`src/rtl/rtc_int_ctrl.sv`:
```
// rtl/rtc_int_ctrl.sv - multi-channel RTC interrupt sync, mask and supervised clear handshake
// Optional per-channel event counters are built when RTC_INT_COUNT_EN is defined.
module rtc_int_ctrl #(
  parameter int NUM_CH      = 4,
  parameter int SYNC_STAGES = 2,
  parameter int CLR_TIMEOUT = 64,
  parameter int CNT_W       = 8
) (
  input  logic                    PCLK,
  input  logic                    PRESETn,
  input  logic [NUM_CH-1:0]       RawInt,
  input  logic                    IntClrWr,
  input  logic [NUM_CH-1:0]       IntClrData,
  input  logic                    MaskWr,
  input  logic [NUM_CH-1:0]       MaskData,
  output logic [NUM_CH-1:0]       RawIntSync,
  output logic [NUM_CH-1:0]       IntMask,
  output logic [NUM_CH-1:0]       MaskedInt,
  output logic                    RTCINTR,
  output logic [NUM_CH-1:0]       IntClear,
  output logic [NUM_CH-1:0]       ClrTimeout,
  output logic [NUM_CH*CNT_W-1:0] IntCount
);

  // Timer saturates at CLR_TIMEOUT; the flag is raised on the edge that
  // brings the timer to CLR_TIMEOUT-1, so it is visible alongside that value.
  localparam logic [7:0] TMO_SAT = 8'(CLR_TIMEOUT);
  localparam logic [7:0] TMO_PRE = 8'(CLR_TIMEOUT - 2);

  typedef enum logic {
    IDLE  = 1'b0,
    CLEAR = 1'b1
  } ch_state_e;

  logic [NUM_CH-1:0] sync_q [SYNC_STAGES];
  logic [NUM_CH-1:0] raw_sync;
  logic [NUM_CH-1:0] mask_q, mask_d;
  logic [NUM_CH-1:0] clr_hit;

  assign raw_sync = sync_q[SYNC_STAGES-1];
  assign clr_hit  = {NUM_CH{IntClrWr}} & IntClrData;

  // Synchroniser chain bringing the RTC-domain interrupt lines into PCLK.
  always_ff @(posedge PCLK or negedge PRESETn) begin
    if (!PRESETn) begin
      for (int i = 0; i < SYNC_STAGES; i++) sync_q[i] <= '0;
    end else begin
      sync_q[0] <= RawInt;
      for (int i = 1; i < SYNC_STAGES; i++) sync_q[i] <= sync_q[i-1];
    end
  end

  // Mask register next-state: a write replaces the whole mask.
  always_comb begin
    mask_d = mask_q;
    if (MaskWr) mask_d = MaskData;
  end

  // Mask register.
  always_ff @(posedge PCLK or negedge PRESETn) begin
    if (!PRESETn) mask_q <= '0;
    else          mask_q <= mask_d;
  end

  assign RawIntSync = raw_sync;
  assign IntMask    = mask_q;
  assign MaskedInt  = raw_sync & mask_q & ~IntClear;
  assign RTCINTR    = |MaskedInt;

`ifdef RTC_INT_COUNT_EN
  logic [NUM_CH-1:0] prev_q;
  logic [NUM_CH-1:0] rise;

  // Previous synchronised status, used only for rising-edge detection.
  always_ff @(posedge PCLK or negedge PRESETn) begin
    if (!PRESETn) prev_q <= '0;
    else          prev_q <= raw_sync;
  end

  assign rise = raw_sync & ~prev_q;
`endif

  for (genvar n = 0; n < NUM_CH; n++) begin : g_ch
    ch_state_e  state_q, state_d;
    logic [7:0] timer_q, timer_d;
    logic       tmo_q, tmo_d;

    // Channel clear FSM: accept a clear only while the source is asserted,
    // hold IntClear until the source drops, flag a stuck source once.
    always_comb begin
      state_d = state_q;
      timer_d = timer_q;
      tmo_d   = tmo_q;
      if (clr_hit[n]) tmo_d = 1'b0;
      case (state_q)
        IDLE: begin
          if (clr_hit[n] && raw_sync[n]) begin
            state_d = CLEAR;
            timer_d = '0;
          end
        end
        CLEAR: begin
          if (!raw_sync[n]) begin
            state_d = IDLE;
            timer_d = '0;
          end else begin
            if (timer_q != TMO_SAT) timer_d = timer_q + 8'd1;
            if (timer_q == TMO_PRE) tmo_d = 1'b1;
          end
        end
        default: state_d = IDLE;
      endcase
    end

    // Channel state, timer and sticky timeout flag; reset aborts any clear.
    always_ff @(posedge PCLK or negedge PRESETn) begin
      if (!PRESETn) begin
        state_q <= IDLE;
        timer_q <= '0;
        tmo_q   <= 1'b0;
      end else begin
        state_q <= state_d;
        timer_q <= timer_d;
        tmo_q   <= tmo_d;
      end
    end

    assign IntClear[n]   = (state_q == CLEAR);
    assign ClrTimeout[n] = tmo_q;

`ifdef RTC_INT_COUNT_EN
    logic [CNT_W-1:0] cnt_q, cnt_d;

    // Event counter: saturating, cleared by any clear write to this channel.
    always_comb begin
      cnt_d = cnt_q;
      if (clr_hit[n])                    cnt_d = '0;
      else if (rise[n] && (cnt_q != '1)) cnt_d = cnt_q + 1'b1;
    end

    // Event counter register.
    always_ff @(posedge PCLK or negedge PRESETn) begin
      if (!PRESETn) cnt_q <= '0;
      else          cnt_q <= cnt_d;
    end

    assign IntCount[n*CNT_W +: CNT_W] = cnt_q;
`else
    assign IntCount[n*CNT_W +: CNT_W] = '0;
`endif
  end

endmodule
```
`config.mk`:
```
export PLATFORM = sky130hd
export DESIGN_NAME = rtc_int_ctrl
export DESIGN_NICKNAME = d
export VERILOG_FILES = /design/src/rtl/rtc_int_ctrl.sv
export SDC_FILE = /design/constraint.sdc
export NUM_CORES = 1
export LEC_CHECK = 0
export ABC_AREA = 1
export BUFFER_PORTS_ARGS = -buffer_cell sky130_fd_sc_hd__buf_2
export CAP_MARGIN = 10
export CELL_PAD_IN_SITES_DETAIL_PLACEMENT = 0
export CELL_PAD_IN_SITES_GLOBAL_PLACEMENT = 1
export CORE_ASPECT_RATIO = 1.2
export CORE_MARGIN = 2
export CORE_UTILIZATION = 40
export DETAILED_ROUTE_END_ITERATION = 16
export PLACE_DENSITY = 0.87
export SYNTH_ARGS = -nofsm -noshare
export SYNTH_HDL_FRONTEND = slang
export SYNTH_SLANG_ARGS = --single-unit
```
`constraint.sdc`:
```
create_clock -name PCLK -period 1.72 [get_ports PCLK]
set_input_delay 0.516 -clock PCLK [delete_from_list [all_inputs] [get_ports PCLK]]
set_output_delay 0.516 -clock PCLK [all_outputs]
set_load 0.005 [all_outputs]
```
==> out/metrics.csv <==
stage,metric,value,unit
setup_path,CP Launch Type,flop,
setup_path,"most used cell, CP",inv_2,
grt,vias in the first global route,2428,
die,die width,86.5,µm
power,post-route total power,2.33,mW
route,Routed WL,6590,µm
clock_network,Clock Latency Late Sink,0.31,ns
status,status,completed,
final_layout,storage element area,1310,µm²
setup_path,CP Depth,6,
setup_path,RR Startpoint,g_ch[2].timer_q[1]$_DFFE_PN0P_,
route,Vias/cell,4.86,
clock_network,htree depth,2,
sta,"Hold Vio Cnt, Final",0,
setup_path,crit-path cells,inv_2 -> nand3_2 -> inv_2 -> nor2_2 -> nand2_1 -> buf_2,
die,I/O pin count,69,
setup_path,Top delay family on crit path,flip-flops,
final_layout,Layout Area Growth over Synthesis,6.75,%
sta,skew final,0.00718,ns
setup_path,WP buf/inv,3,
grt,aggregate global routing overflow,0,
die,DIE HEIGHT,103,µm
synth,leading area contributor after synthesis,dfrtp_1,
power,Clk network pwr share,0.305,
setup_path,Arrival @ worst endpoint,1.16,ns
clock_network,hold buffers post-CTS,0,
setup_path,Crit Path Max Fanout,6,
synth,post-synthesis register bit count,52,
power,switch share,0.285,
die,Initial Utilization,0.407,
synth,Yosys Warn Count,0,
grt,total track usage,0.153,
die,Die Area,8900,µm²
setup_path,Setup crit end kind,output pin,
clock_network,CTS tree,yes,
power,internal power,1.67,mW
sta,final setup TNS,0,ns
die,Std-Cell Rows,36,
synth,mean post-synth cell area,7.94,µm²
synth,synthesized cell area,3260,µm²
sta,final setup vio count,0,
power,sw power,0.666,mW
synth,post-synth top area share,0.399,
route,Via Count,2621,
final_layout,Antenna Cells,0,
placed_design,IO Port Bufs,36,
route,Iter 0 DRT Violations,118,
clock_network,Sink Count,52,
hold_path,Worst Hold Class,in -> async,
synth,Synth cell types,28,
setup_path,Worst Setup SP,g_ch[2].state_q$_DFF_PN0_,
final_layout,area occupied by multi-input gates,1510,µm²
grt,first-pass GRT wire length,10900,µm
power,Peak VDD IR,0.000268,V
sta,fin. max-slew vios,0,
setup_path,CP Capture Point,RTCINTR,
setup_path,Critical Path RT,1.20,ns
placed_design,gpl congestion,0.851,
sta,fin crit share,0.976,
setup_path,max incr delay on CP,0.39,ns
run,Max Cap Violations,0,
final_layout,fraction of layout cells with a size suffix above 1,0.218,
sta,Tmin final,1.68,ns
placed_design,placed cell areas,3330,µm²
sta,fmax,596,MHz
die,core box area,8020,µm²
grt,largest net degree at the start of global routing,53,
synth,cell count after synthesis,411,
grt,initial antenna violation count,0,
power,Static Leak,1.74,nW
clock_network,Worst-path clk slew,0.10,ns
clock_network,clock buffer depth,2,
final_layout,cell area after layout,3480,µm²
route,Routed wire per std cell,12.2,µm
setup_path,Reg2Reg Depth,7,
clock_network,TritonCTS Buffers,5,
power,combinational power share,0.138,
setup_path,critical path class,reg -> out,
setup_path,CP max stage cell,dfrtp_1,
sta,unrepaired setup endpoints after global routing,true,
final_layout,NumNets Final,471,
route,DRC,0,
route,Final ANT Viol Nets,0,
power,Cell Pwr Density,670,nW/µm²
synth,synth top area cells,"dfrtp_1, buf_4, nand2_1",
setup_path,r2r setup slk,0.30,ns
power,Seq pwr share,0.557,
setup_path,Reg-to-Reg End,g_ch[2].timer_q[6]$_DFFE_PN0P_,
clock_network,clk root buf,clkbuf_8,
placed_design,DPL Wire Length,4850,µm
route,First-pass DRT Iterations,4,
synth,sequential-to-total area share from yosys stat,0.399,
final_layout,fillcell total,817,
-- what timing repair did --
action                                  4_1_cts  5_1_grt
endpoints found under the setup margin        3        1
gates resized for setup                       5        3
setup buffers                                 2        5
pin swaps                                     0        3
-- power by group through the flow --
stage / combinational (mW) / sequential [mW] / clock, mW
floorplan: 0.248 / 1.32 / 0
global placement: 0.288 / 1.33 / 0
detailed placement: 0.291 / 1.33 / 0
CTS: 0.303 / 1.31 / 0.743
global route: 0.371 / 1.31 / 0.786
finish: 0.323 / 1.30 / 0.712
-- routing by layer --
layer  vias to the layer above  global-route usage  share of wire
li1                       1307                   -              -
met5                         -                   0              0
met1                      1219               0.188           0.43
met3                        11              0.0216          0.047
met2                        84               0.269           0.50
met4                         0              0.0637          0.022
-- cell usage after synthesis --
cell / n
nand3_1: 36
nand2_2: 6
nand2_4: 2
mux2_2: 4
inv_4: 1
nand3_2: 3
ha_1: 12
nor3_2: 1
nor2_2: 3
o21ai_0: 18
o21ai_1: 7
nor3_1: 2
inv_2: 2
or2_2: 3
nand2_1: 96
xor2_1: 2
nor2_1: 27
conb_1: 1
buf_4: 52
nand4_1: 22
inv_1: 44
o21ai_2: 8
nand4_2: 1
or2_1: 1
dfrtp_1: 52
o31ai_1: 2
buf_2: 2
a32o_1: 1
-- worst min-delay path by stage --
stage,startpoint,endpoint,slack (ns)
after floorplan,PRESETn,IntMask[0]$_DFFE_PN0P_,0.22
after global placement,sync_q[4]$_DFF_PN0_,RawIntSync[0]$_DFF_PN0_,0.33
after detailed placement,sync_q[6]$_DFF_PN0_,RawIntSync[2]$_DFF_PN0_,0.33
after CTS,PRESETn,g_ch[2].timer_q[5]$_DFFE_PN0P_,0.19
after global routing,PRESETn,g_ch[3].timer_q[2]$_DFFE_PN0P_,0.20
final,PRESETn,g_ch[3].timer_q[5]$_DFFE_PN0P_,0.18
-- layout make-up --
cell class                      count  area share
Inverter                           47      0.0514
Multi-Input combinational cell    289       0.433
Clock inverter                      2     0.00467
Clock buffer                        6      0.0208
Timing Repair Buffer               48      0.0812
Tap cell                           95      0.0341
Sequential cell                    52       0.375
-- per-stage QoR --
| stage | cells | setup WS (ns) | hold WS (ns) | utilization |
|---|---|---|---|---|
| after floorplan | 442 | 0.417 | 0.220 | - |
| after global placement | 524 | 0.255 | 0.333 | 0.415 |
| after detailed placement | 524 | 0.232 | 0.335 | 0.415 |
| after CTS | 534 | 0.00780 | 0.189 | 0.429 |
| after global routing | 539 | -0.0506 | 0.203 | 0.434 |
| final | 539 | 0.0420 | 0.181 | 0.434 |
-- state kept, by name (all words and copies together), names as in the netlist --
register and cells:
g_ch.state_q 4, IntMask 4, g_ch.tmo_q 4, g_ch.timer_q 32
sync_q 4, RawIntSync 4
-- kinds of logic (layout without fill, tap and decap cells) --
kind of cell,Yosys count,count (layout),share of synthesized area
multiplexers,4,4,0.0138
other,1,32,0.00115
adder cells (fa/ha/maj),12,12,0.0460
buffers and inverters,101,103,0.178
flip-flops,52,52,0.399
AO/OA/AOI/OAI,36,36,0.0675
XOR/XNOR,2,2,0.00537
AND/OR/NAND/NOR,203,203,0.290
-- cell usage in the layout (no fill, tap or decap), drive strengths merged, types with 4 or more instances in the layout --
cell type	instances
nand3	39
clkbuf	6
conb	32
dfrtp	52
ha	12
o21ai	33
nor2	30
nand2	104
buf	48
nand4	23
inv	47
mux2	4
or2	4
No activity file was read; power rests on OpenSTA's default activity.
